==> config.mk <==
export PLATFORM = sky130hd
export DESIGN_NAME = uart_encoder
export DESIGN_NICKNAME = d
export VERILOG_FILES = /design/src/rtl/uart_encoder.sv
export SDC_FILE = /design/constraint.sdc
export NUM_CORES = 1
export LEC_CHECK = 0
export CAP_MARGIN = 20
export CORE_ASPECT_RATIO = 0.8
export CORE_MARGIN = 3
export CORE_UTILIZATION = 46
export CTS_CLUSTER_SIZE = 8
export DETAILED_ROUTE_END_ITERATION = 10
export PLACE_DENSITY = 0.6
export SKIP_CTS_REPAIR_TIMING = 1
export SYNTH_ARGS = -nofsm -noshare
export SYNTH_HDL_FRONTEND = slang
export SYNTH_SLANG_ARGS = --single-unit
==> constraint.sdc <==
create_clock -name clk -period 5.46 [get_ports clk]
set_input_delay 0.819 -clock clk [delete_from_list [all_inputs] [get_ports clk]]
set_output_delay 0.819 -clock clk [all_outputs]
set_load 0.02 [all_outputs]
==> src/rtl/uart_encoder.sv <==
// UART transmitter: byte FIFO feeding an 8N1/8N2 serialiser, LSB first.
// tx is registered and only moves on state or bit boundaries.
module uart_encoder #(
    parameter int CLK_PER_BIT = 10,
    parameter int FIFO_DEPTH  = 4,
    parameter int STOP_BITS   = 1
) (
    input  logic       clk,
    input  logic       rst_n,
    input  logic [7:0] in_data,
    input  logic       in_valid,
    output logic       in_ready,
    input  logic       hold,
    output logic       tx,
    output logic       busy,
    output logic [4:0] fifo_level
);

    localparam int         PTR_W     = $clog2(FIFO_DEPTH);
    localparam logic [8:0] BIT_LOAD  = 9'(CLK_PER_BIT - 1);
    localparam logic [8:0] STOP_LOAD = 9'(STOP_BITS * CLK_PER_BIT - 1);

    localparam logic [1:0] IDLE  = 2'd0;
    localparam logic [1:0] START = 2'd1;
    localparam logic [1:0] DATA  = 2'd2;
    localparam logic [1:0] STOP  = 2'd3;

    logic [7:0]       mem [FIFO_DEPTH];
    logic [PTR_W-1:0] wr_ptr;
    logic [PTR_W-1:0] rd_ptr;
    logic [4:0]       level;
    logic [1:0]       state;
    logic [8:0]       timer;
    logic [2:0]       bit_idx;
    logic [7:0]       shift;
    logic             tx_q;
    logic             push;
    logic             pop;
    logic             can_start;

    assign in_ready   = (level != 5'(FIFO_DEPTH));
    assign push       = in_valid & in_ready;
    assign can_start  = (level != '0) & ~hold;
    assign tx         = tx_q;
    assign busy       = (state != IDLE) | (level != '0);
    assign fifo_level = level;

    // hold is only looked at when a new frame could begin.
    // NOTE: always_comb assigns a default first so no path leaves pop unassigned (no latch).
    always_comb begin
        pop = 1'b0;
        if (state == IDLE || (state == STOP && timer == '0))
            pop = can_start;
    end

    // NOTE: the data array is left out of reset; level/pointers define validity, and an
    // unreset array maps onto plain RAM/flops without a reset tree.
    always_ff @(posedge clk) begin
        if (push)
            mem[wr_ptr] <= in_data;
    end

    // NOTE: sequential state uses non-blocking assignment so every register sees pre-edge values.
    always_ff @(posedge clk or negedge rst_n) begin
        if (!rst_n) begin
            wr_ptr <= '0;
            rd_ptr <= '0;
            level  <= '0;
        end else begin
            if (push)
                wr_ptr <= wr_ptr + 1'b1;
            if (pop)
                rd_ptr <= rd_ptr + 1'b1;
            if (push && !pop)
                level <= level + 5'd1;
            else if (pop && !push)
                level <= level - 5'd1;
        end
    end

    always_ff @(posedge clk or negedge rst_n) begin
        if (!rst_n) begin
            state   <= IDLE;
            timer   <= '0;
            bit_idx <= '0;
            shift   <= '0;
            tx_q    <= 1'b1;
        end else begin
            case (state)
                IDLE: begin
                    if (pop) begin
                        shift <= mem[rd_ptr];
                        timer <= BIT_LOAD;
                        tx_q  <= 1'b0;
                        state <= START;
                    end
                end
                START: begin
                    if (timer == '0) begin
                        timer   <= BIT_LOAD;
                        bit_idx <= '0;
                        tx_q    <= shift[0];
                        state   <= DATA;
                    end else begin
                        timer <= timer - 9'd1;
                    end
                end
                DATA: begin
                    if (timer == '0) begin
                        if (bit_idx == 3'd7) begin
                            timer <= STOP_LOAD;
                            tx_q  <= 1'b1;
                            state <= STOP;
                        end else begin
                            timer   <= BIT_LOAD;
                            shift   <= shift >> 1;
                            tx_q    <= shift[1];
                            bit_idx <= bit_idx + 3'd1;
                        end
                    end else begin
                        timer <= timer - 9'd1;
                    end
                end
                STOP: begin
                    // Back-to-back frames: next start bit follows the last stop cycle directly.
                    if (timer == '0) begin
                        if (pop) begin
                            shift <= mem[rd_ptr];
                            timer <= BIT_LOAD;
                            tx_q  <= 1'b0;
                            state <= START;
                        end else begin
                            state <= IDLE;
                        end
                    end else begin
                        timer <= timer - 9'd1;
                    end
                end
                default: state <= IDLE;
            endcase
        end
    end

endmodule
==> impl_metrics.py <==
metrics = {
    "clock_tree": {
        "htreeDepth": 3,
        "clock-sinks": 64,
        "tritoncts": "yes",
        "cts_buffer_depth": 2,
        "cts_root_buffer": "clkbuf_8",
        "cts_buffers": 9,
        "clock_latency_ns": 0.35,
        "clk_pin_slew_ns": 0.08,
    },
    "placed_design": {
        "routabilityCongestion": 0.8301,
        "io_buffers": 19,
        "post-dp-hpwl_um": 4150,
        "dpl_cell_area_um2": 3407,
    },
    "layout": {
        "regArea_um2": 1763,
        "multi_input_area_um2": 1300,
        "fillers": 558,
        "nets": 303,
        "final_cell_mix": "32 x edfxtp_1, 31 x dfrtp_1, 22 x nor2_1, 19 x clkdlybuf4s50_1, 16 x ha_1",
        "area_growth_pct": 16.51,
        "postLayoutCellArea_um2": 3656,
        "final_common_cell": "edfxtp_1",
        "diodes": 0,
        "drive_above_1_share_pct": 13.62,
    },
    "worst_hold_path": {
        "hold_class": "register to register",
    },
    "logic_synthesis": {
        "synth_compound_area_share_pct": 12.84,
        "synth_xor_area_share_pct": 2.512,
        "syn_area_um2": 3138,
        "synth_top_family_by_area": "compound AO/OA/AOI/OAI gates",
        "async_flop_share_pct": 50.00,
        "ys.warnings.count": 0,
        "yosysSeqAreaShare_pct": 56.18,
        "synthCells": 251,
        "synth_cell_types": 48,
        "synth_edf_count": 32,
        "synthMuxAreaShare_pct": 6.818,
        "synth-adder-area-share_pct": 7.018,
        "ys_ff_latch": 64,
        "yosys.area_share.simple_pct": 12.24,
        "avgSynthCellArea_um2": 12.50,
        "synth_fp_nets": 280,
        "synth_ff_type": "edfxtp_1",
    },
    "floorplan": {
        "fp.dieArea_um2": 7855,
        "ios": 20,
        "initial_utilization_pct": 48.23,
        "num_rows": 26,
        "die_y_um": 79.88,
        "die_w_um": 98.34,
        "fp.coreArea_um2": 6506,
    },
    "detailed_routing": {
        "viasPerCell": 5.584,
        "drt_iter0_markers": 84,
        "drc": 0,
        "wire_per_inst_um": 16.23,
        "firstDrtPassIters": 4,
        "vias": 2027,
        "ant_nets": 0,
        "routed_wl_um": 5892,
    },
    "power": {
        "power_density_nw_per_um2": 651.1,
        "swShare_pct": 39.41,
        "pwr-share-clk_pct": 21.3,
        "pwr-share-seq_pct": 34.8,
        "irDropWorstVdd_v": 0.0002812,
        "internal_power_w": 0.001442,
        "leakage_nw": 1.453,
        "switchingPower_w": 0.0009382,
        "pwr-share-comb_pct": 43.9,
    },
    "global_routing": {
        "grt_max_degree": 33,
        "grt_pass1_wl_um": 10040,
        "grt_antenna_before_repair": 0,
        "grt_use_total_pct": 16.53,
        "grt-ovfl-total": 0,
        "grt_pass1_vias": 1958,
    },
    "timing": {
        "tns_ns": 0,
        "setup_viol": 0,
        "max_freq_mhz": 304.4,
        "fin_crit_sh_pct": 60.17,
        "finalHoldViolCount": 0,
        "slew_violations": 0,
        "tightestPinTransition_ns": 0.6795,
        "period_needed_ns": 3.285,
        "fin_skew_ns": 0.008965,
        "relSlewSlack_pct": 54.70,
        "rsz0062_at_grt": "no",
    },
    "setup_path": {
        "end_kind": "register",
        "start_kind": "register",
        "crit_type": "register to register",
        "cp_max_fo": 11,
        "worstPathArrival_ns": 3.52,
        "cp_data_required_time_ns": 5.70,
    },
    "job": {
        "drv_cap": 0,
    },
    "status": {
        "status": "finished clean",
    },
}
-- state kept, by name, summed over array words and instances (netlist names) --
register / cells
bit_idx: 3
fifo_level: 5
mem: 32
rd_ptr: 2
shift: 8
state: 2
timer: 9
tx: 1
wr_ptr: 2
-- critical path, stage by stage, from the launching register on --
cell	delay (ns)
dfrtp_1	0.44
inv_1	0.11
ha_1	0.14
nor2b_1	0.33
a41oi_2	0.24
nor2_2	0.43
inv_2	0.15
ha_1	0.24
inv_1	0.13
ha_1	0.28
a21o_1	0.19
a21oi_1	0.17
xnor2_1	0.13
nor2_1	0.06
xor2_1	0.14
-- cell type report --
class	instances	share of cell area [%]
Tap cell	84	2.875
Timing Repair Buffer	20	5.407
Inverter	11	1.129
Multi-Input combinational cell	168	35.56
Sequential cell	64	48.22
Clock buffer	9	3.388
Clock inverter	7	3.422
-- path summary, 6_finish.rpt --
path / start / end / slack, ns / depth (start not counted)
worst max-delay path: timer[0] / fifo_level[4] / 2.17 / 14
worst min register to register: bit_idx[1] / bit_idx[1] / 0.50 / 1
max in group asynchronous: rst_n / tx / 4.25 / 2
worst min-delay path: bit_idx[1] / bit_idx[1] / 0.50 / 1
worst max register to register: timer[0] / fifo_level[4] / 2.17 / 14
min in group asynchronous: rst_n / rd_ptr[1] / 0.88 / 2
-- cell families (layout without fill, tap and decap cells) --
| logic type | after synthesis | after routing |
|---|---|---|
| AO/OA/AOI/OAI | 58 | 58 |
| XOR/XNOR | 9 | 9 |
| adder cells (fa/ha/maj) | 17 | 17 |
| buffers and inverters | 19 | 47 |
| flip-flops | 64 | 64 |
| multiplexers | 11 | 11 |
| AND/OR/NAND/NOR | 73 | 73 |
-- per-stage QoR --
stage / total power (W) / cells / setup slack, ns / utilization, % / hold WS, ns
floorplan: 0.001616 / 251 / 2.653 / - / 0.4671
global placement: 0.001871 / 347 / 2.025 / 52.37 / 0.4782
detailed placement: 0.001879 / 347 / 1.984 / 52.37 / 0.4864
CTS: 0.002397 / 363 / 2.195 / 56.19 / 0.5038
global route: 0.002556 / 363 / 1.885 / 56.19 / 0.5295
finish: 0.002380 / 363 / 2.175 / 56.19 / 0.4965
-- power by group through the flow --
stage                     clock network (W)  logic, W  registers (W)
after floorplan                           0  0.000819       0.000797
after global placement                    0   0.00103       0.000836
after detailed placement                  0   0.00104       0.000840
after CTS                          0.000520   0.00105       0.000831
after global routing               0.000539   0.00116       0.000855
final                              0.000506   0.00105       0.000829
-- routing by layer --
layer | track usage [%] | share of wire [%] | wire, um | vias up
met4 | 5.730 | 1.3 | 76 | 0
met5 | 0 | 0 | 0 | -
met1 | 24.77 | 53 | 3120 | 979
met2 | 22.67 | 42 | 2456 | 46
met3 | 4.891 | 4.0 | 238 | 9
li1 | - | - | - | 993
-- synth_stat cells (7+ instances only) --
cell	number	share of area [%]
o22ai_1	8	1.6
edfxtp_1	32	31
nor3_1	11	1.8
a21oi_1	9	1.4
mux4_2	8	5.7
xnor2_1	7	2.0
inv_1	10	1.2
dfrtp_1	31	25
o21ai_0	13	2.1
nand2_1	14	1.7
nor2_1	22	2.6
ha_1	16	6.4
Note: power is estimated with default switching activity, not from simulation.
